## src/rtl/mealy_seq_ctrl.sv

```systemverilog
// Symbol-buffer sequencer that steps an external 2-bit-input Mealy FSM and captures its output per step.
// Optional replay of the loaded buffer is enabled with the SEQ_CTRL_LOOP_EN macro (adds the loop input).
module mealy_seq_ctrl #(
    parameter int DEPTH    = 8,
    parameter int TICK_DIV = 4,
    localparam int CW      = $clog2(DEPTH + 1)
) (
    input  logic             clk,
    input  logic             rst_n,
    input  logic             wr_valid,
    input  logic [1:0]       wr_sym,
    output logic             wr_ready,
    input  logic             start,
    output logic             busy,
    output logic             done,
    output logic             fsm_rst,
    output logic             fsm_en,
    output logic [1:0]       fsm_in,
    input  logic             fsm_out,
`ifdef SEQ_CTRL_LOOP_EN
    input  logic             loop,
`endif
    output logic [DEPTH-1:0] res_bits,
    output logic [CW-1:0]    res_ones,
    output logic [CW-1:0]    res_len
);

    localparam int IW = $clog2(DEPTH);
    localparam int TW = (TICK_DIV > 1) ? $clog2(TICK_DIV) : 1;

    typedef enum logic [1:0] {IDLE, CLR, RUN, DONE} state_t;

    state_t           state_q, state_d;
    logic [CW-1:0]    wcnt_q, wcnt_d;
    logic [CW-1:0]    len_q, len_d;
    logic [IW-1:0]    idx_q, idx_d;
    logic [TW-1:0]    tick_q, tick_d;
    logic             rst_hold_q;
    logic [DEPTH-1:0] res_bits_q, res_bits_d;
    logic [CW-1:0]    res_ones_q, res_ones_d;
    logic [CW-1:0]    res_len_q, res_len_d;
    logic [1:0]       buf_q [DEPTH];
    logic             wr_acc;
    logic             step;
    logic             loop_en;
    logic [CW-1:0]    eff_len;

`ifdef SEQ_CTRL_LOOP_EN
    assign loop_en = loop;
`else
    assign loop_en = 1'b0;
`endif

    always_comb begin
        state_d    = state_q;
        wcnt_d     = wcnt_q;
        len_d      = len_q;
        idx_d      = idx_q;
        tick_d     = tick_q;
        res_bits_d = res_bits_q;
        res_ones_d = res_ones_q;
        res_len_d  = res_len_q;
        wr_acc     = 1'b0;
        step       = 1'b0;
        eff_len    = wcnt_q;
        case (state_q)
            IDLE: begin
                wr_acc  = wr_valid && (wcnt_q < CW'(DEPTH));
                eff_len = wcnt_q + CW'(wr_acc);
                if (wr_acc) wcnt_d = eff_len;
                // A start in the same cycle as a write includes that write in the run.
                if (start && (eff_len != '0)) begin
                    len_d   = eff_len;
                    state_d = CLR;
                end
            end
            CLR: begin
                res_bits_d = '0;
                res_ones_d = '0;
                res_len_d  = len_q;
                idx_d      = '0;
                tick_d     = '0;
                state_d    = RUN;
            end
            RUN: begin
                if (tick_q == TW'(TICK_DIV - 1)) begin
                    step              = 1'b1;
                    res_bits_d[idx_q] = fsm_out;
                    res_ones_d        = res_ones_q + CW'(fsm_out);
                    tick_d            = '0;
                    idx_d             = idx_q + IW'(1);
                    if (CW'(idx_q) == len_q - CW'(1)) state_d = DONE;
                end else begin
                    tick_d = tick_q + TW'(1);
                end
            end
            DONE: begin
                if (loop_en) begin
                    state_d = CLR;
                end else begin
                    wcnt_d  = '0;
                    state_d = IDLE;
                end
            end
            default: state_d = IDLE;
        endcase
    end

    always_ff @(posedge clk or negedge rst_n) begin
        if (!rst_n) begin
            state_q    <= IDLE;
            wcnt_q     <= '0;
            len_q      <= '0;
            idx_q      <= '0;
            tick_q     <= '0;
            rst_hold_q <= 1'b1;
            res_bits_q <= '0;
            res_ones_q <= '0;
            res_len_q  <= '0;
        end else begin
            state_q    <= state_d;
            wcnt_q     <= wcnt_d;
            len_q      <= len_d;
            idx_q      <= idx_d;
            tick_q     <= tick_d;
            rst_hold_q <= 1'b0;
            res_bits_q <= res_bits_d;
            res_ones_q <= res_ones_d;
            res_len_q  <= res_len_d;
        end
    end

    // Buffer is pure data; stale entries are never read because wcnt bounds every run.
    always_ff @(posedge clk) begin
        if (wr_acc) buf_q[wcnt_q[IW-1:0]] <= wr_sym;
    end

    assign wr_ready = (state_q == IDLE) && (wcnt_q < CW'(DEPTH));
    assign busy     = (state_q != IDLE);
    assign done     = (state_q == DONE);
    assign fsm_rst  = rst_hold_q || (state_q == CLR);
    assign fsm_en   = step;
    assign fsm_in   = (state_q == RUN) ? buf_q[idx_q] : 2'b00;
    assign res_bits = res_bits_q;
    assign res_ones = res_ones_q;
    assign res_len  = res_len_q;

endmodule

```

## config.mk

```make
export PLATFORM = sky130hd
export DESIGN_NAME = mealy_seq_ctrl
export DESIGN_NICKNAME = d
export VERILOG_FILES = /design/src/rtl/mealy_seq_ctrl.sv
export SDC_FILE = /design/constraint.sdc
export NUM_CORES = 1
export LEC_CHECK = 0
export ABC_AREA = 1
export BUFFER_PORTS_ARGS = -buffer_cell sky130_fd_sc_hd__buf_2
export CAP_MARGIN = 15
export CORE_ASPECT_RATIO = 0.75
export CORE_UTILIZATION = 52
export CTS_BUF_LIST = sky130_fd_sc_hd__clkbuf_16
export CTS_CLUSTER_DIAMETER = 80
export DETAILED_ROUTE_END_ITERATION = 16
export PLACE_DENSITY = 0.83
export SYNTH_ARGS = -nofsm -noshare
export SYNTH_HDL_FRONTEND = slang
export SYNTH_SLANG_ARGS = --single-unit
```

## constraint.sdc

```tcl
create_clock -name clk -period 1.4 [get_ports clk]
set_input_delay 0.07 -clock clk [delete_from_list [all_inputs] [get_ports clk]]
set_output_delay 0.07 -clock clk [all_outputs]
set_load 0.05 [all_outputs]
```

==> results.md <==
Status:
- The flow ran to the end, but the final reports show violations.
- The final reports fail on setup timing.

Yosys:
- Among all flip-flop cells after synthesis, the most frequent one is sky130_fd_sc_hd__dfrtp_1.
- Synthesis produced a netlist with a net count of 280.
- By count the netlist is led by 60 x sky130_fd_sc_hd__nand2_1, 31 x sky130_fd_sc_hd__dfrtp_1, 26 x sky130_fd_sc_hd__inv_1.
- The share of the synthesized area in the top cell type is 32.6%.
- In this run the mean area of a mapped cell was 9.09 sq um.
- Summed over all instances, the cell type with the most area after synthesis is sky130_fd_sc_hd__dfrtp_1.
- The count of cell types in the netlist is 35.
- The most frequently used cell type in the post-synthesis netlist is sky130_fd_sc_hd__nand2_1.
- After technology mapping, the gate count stands at 262.
- Sorting the synthesized cells by area gives the leading types as sky130_fd_sc_hd__dfrtp_1 33%, sky130_fd_sc_hd__edfxtp_1 20%, sky130_fd_sc_hd__nand2_1 9.5%.
- Of all flip-flops after synthesis, the portion carrying an async set or reset was 66.7%.
- The total number of yosys warnings is 0.
- The number of enable-type register cells in the synthesized netlist is 16.
- Synthesis inferred 48 register bits.
- The synthesized cell area is 2380 sq um.
- The fraction of the yosys area taken by sequential cells is 53.8%.

Placed design:
- The number of cells after detailed placement is 387.
- The placer's final routability congestion estimate is 0.896.
- The detailed-placement wirelength estimate is 4.48 mm.
- The count of buffers added on input and output ports is 29.

Floorplanning:
- The area of the die is 4860 sq um.
- The die boundary width is 80.2 um.
- The floorplan step defined a core boundary enclosing 4230 sq um.
- Pin placement for this block handled 30 I/O pins.
- In this run the core area contains 20 standard-cell rows.
- The initial utilization of the core area, before any placement, comes to 56.3%.
- The height of the die is 60.6 um.

Hold path:
- The source of the worst hold timing path is wr_sym[0].
- The terminating pin of the worst hold path is buf_q[5][0]$_DFFE_PP_.
- The classification of the worst-slack hold path is primary input to flop.
- Counting instances, the worst hold path has a depth of 1.

Route:
- The pre-antenna-repair detailed-routing pass consisted of 5 iterations.
- The per-cell via count in the routed design is 6.82.
- The first routing iteration left 443 violations.
- The wire length after detailed routing is 11.0 mm.
- Across all layers, the routed design uses 2885 vias.
- The mean routed wirelength per cell is 26.1 um.
- For this run, design rule violations remaining after detail routing come to 0.
- The number of nets still failing antenna checks after routing is 0.

Clock tree:
- The CTS H-tree depth is 2.
- No sink is reached through more buffers than the 2 on the longest clock path.
- The CTS buffer count is 5.
- Clock latency on the worst-skew pair, taken at its later pin, is 0.29 ns.
- TritonCTS built the clock tree.
- The CTS root buffer is sky130_fd_sc_hd__clkbuf_16.
- CTS saw 48 sinks.
- The clock-pin slew of the registers on the worst-case setup and hold paths is 0.07 ns.

Global route:
- The via count of the first global-routing pass came to 2431.
- Entering global routing, the biggest net connects 19 pins.
- Global routing used 36.0% of the available tracks.
- The total overflow reported by the global router is 0.
- The number of antenna violations at the first check in global routing is 0.
- The wire length of the first global-routing pass is 12.5 mm.

Timing:
- The number of pins with negative max-slew slack in the final report was 0.
- Setup violations remaining at the end of the flow were counted as 49.
- For the final routed database, the setup TNS stands at -11.23 ns.
- Dividing the final minimum period by the clock period gives 134%.
- For this run, the top clock speed supported by timing is 531 MHz.
- The count of endpoints failing hold in the final timing report is 0.
- The worst path setup slack after routing is -0.483 ns.
- The worst clock skew on the final layout is 0.00546 ns.
- Setup repair after global routing could not meet its margin everywhere.
- The shortest clock period the worst path allows after layout is 1.88 ns.

Power:
- The reported leakage power is 0.00177 uW.
- For this design the ratio of total power to cell area is 2010 nW/um^2.
- The worst-case IR drop observed on VDD is 1.71 mV.
- Total power for the finished layout comes to 7920 uW.

Critical path:
- The type of destination of the critical path is a flop.
- Along the worst path, the maximum fanout reaches 4.
- STA classifies the critical path startpoint as a flop.
- Data on the critical path is required at its endpoint by 1.62 ns.
- The number of cells on the worst reg-to-reg path is 11.
- At the worst endpoint, the arrival time is 2.10 ns.
- The terminus of the critical flop-to-flop path is len_q[2]$_DFFE_PN0P_.
- The critical path is of the flop to flop type.
- Setup slack on the worst reg-to-reg path comes out at -0.48 ns.
- The worst register-to-register path begins at wcnt_q[3]$_DFFE_PN0P_.

Layout:
- The post-route netlist has 56.0% of its cells at a drive strength greater than 1.
- The layout has 124 filler cells.
- The repair_antennas step left the layout with diodes totalling 0.
- The signed area change from the synthesized netlist to the final layout is 65.8%.
- The number of nets in the layout is 385.
- The non-filler instance count after layout is 423.

Flow run:
- Max-cap violations in this run came to 0.
how the worst max path moves through the flow:
stage,to,cells after the start,start,slack [ns]
after detailed placement,state_q[1]$_DFFE_PN0P_,10,wcnt_q[3]$_DFFE_PN0P_,-0.32
final,len_q[2]$_DFFE_PN0P_,11,wcnt_q[3]$_DFFE_PN0P_,-0.48
after floorplan,buf_q[0][0]$_DFFE_PP_,9,state_q[0]$_DFFE_PN0P_,-0.42
after global routing,state_q[0]$_DFFE_PN0P_,11,idx_q[0]$_DFFE_PN0P_,-0.52
after CTS,state_q[1]$_DFFE_PN0P_,10,wcnt_q[3]$_DFFE_PN0P_,-0.29
after global placement,res_bits[6]$_DFFE_PN0P_,7,state_q[0]$_DFFE_PN0P_,-0.14
cells in the final DEF, fill, tap and decap left out, types with 3 or more instances in the layout:
master	count
sky130_fd_sc_hd__clkbuf_16	5
sky130_fd_sc_hd__a21oi_2	6
sky130_fd_sc_hd__dfrtp_2	4
sky130_fd_sc_hd__nand2_1	41
sky130_fd_sc_hd__nand2_4	4
sky130_fd_sc_hd__o21ai_1	4
sky130_fd_sc_hd__nand3_2	4
sky130_fd_sc_hd__buf_8	7
sky130_fd_sc_hd__nand3_1	13
sky130_fd_sc_hd__buf_4	51
sky130_fd_sc_hd__inv_1	19
sky130_fd_sc_hd__buf_2	22
sky130_fd_sc_hd__nor2_1	4
sky130_fd_sc_hd__o21ai_4	3
sky130_fd_sc_hd__o21ai_2	5
sky130_fd_sc_hd__ha_4	5
sky130_fd_sc_hd__edfxtp_1	16
sky130_fd_sc_hd__dfrtp_1	27
sky130_fd_sc_hd__inv_4	4
sky130_fd_sc_hd__buf_6	22
sky130_fd_sc_hd__o22ai_1	6
sky130_fd_sc_hd__nand2_2	15
sky130_fd_sc_hd__ha_1	4
sky130_fd_sc_hd__nor3_4	3
sky130_fd_sc_hd__nand4_1	13
sky130_fd_sc_hd__o21ai_0	6
sky130_fd_sc_hd__inv_2	5
sky130_fd_sc_hd__nor2_4	12
cell type report:
type	count	area (sq um)	area share [%]
Clock buffer	5	125	3.17
Sequential cell	48	1290	32.6
Clock inverter	3	13.8	0.349
Timing Repair Buffer	104	876	22.2
Multi-Input combinational cell	175	1420	36.0
Tap cell	55	68.8	1.74
Inverter	33	158	3.99
timing repair:
action | CTS | global route
pin swaps | 16 | 25
setup buffers | 11 | 19
hold buffers | 1 | 0
resized for setup | 67 | 84
hold endpoints to repair | 17 | 0
setup endpoints to repair | 47 | 49
routing by layer:
| metal | share of wire (%) | GRT usage (%) |
|---|---|---|
| met2 | 43 | 60.7 |
| met4 | 9.8 | 18.4 |
| met5 | 0 | 0 |
| met1 | 35 | 44.9 |
| met3 | 12 | 7.52 |
where the power goes:
group | internal [uW] | switching, uW
Sequential | 1660 | 196
Clock | 651 | 543
Combinational | 1970 | 2900
flip-flops by register name, summed over array words and instances (netlist names):
signal,count
buf_q,16
rst_hold_q,1
idx_q,3
tick_q,2
res_ones,4
res_bits,8
res_len,4
len_q,4
state_q,2
wcnt_q,4
cells by family (layout without fill, tap and decap cells):
group | after synthesis | after routing | share of synthesized area (%)
DFF | 48 | 48 | 53.8
buffers and inverters | 39 | 145 | 6.36
muxes | 1 | 1 | 0.473
adders and majority gates | 11 | 11 | 5.78
AOI/OAI and AO/OA | 41 | 41 | 10.1
xor gates and xnor gates | 1 | 1 | 0.368
and+or+nand+nor | 120 | 120 | 22.9
other | 1 | 1 | 0.157
per-stage QoR:
| step | cell area [sq um] | hold WS [ns] | setup slack (ns) | util, % |
|---|---|---|---|---|
| after detailed placement | 3030 | 0.0396 | -0.322 | 71.7 |
| after global routing | 3950 | 0.0677 | -0.516 | 93.4 |
| after CTS | 3500 | 0.0635 | -0.293 | 82.9 |
| after floorplan | 2490 | -0.226 | -0.417 | - |
| final | 3950 | 0.0595 | -0.483 | 93.4 |
| after global placement | 3030 | 0.0306 | -0.139 | 71.7 |
worst max-delay path, cell delays in order, from the launching register on:
cell,delay [ns]
sky130_fd_sc_hd__dfrtp_1,0.39
sky130_fd_sc_hd__nor2_2,0.11
sky130_fd_sc_hd__ha_2,0.23
sky130_fd_sc_hd__buf_6,0.11
sky130_fd_sc_hd__nand3_1,0.11
sky130_fd_sc_hd__nand2_1,0.15
sky130_fd_sc_hd__nand2_2,0.13
sky130_fd_sc_hd__inv_2,0.13
sky130_fd_sc_hd__nand3_4,0.12
sky130_fd_sc_hd__nand3_4,0.14
sky130_fd_sc_hd__nand2_2,0.08
sky130_fd_sc_hd__nand2_1,0.11
Power figures use the tool's default switching activity.
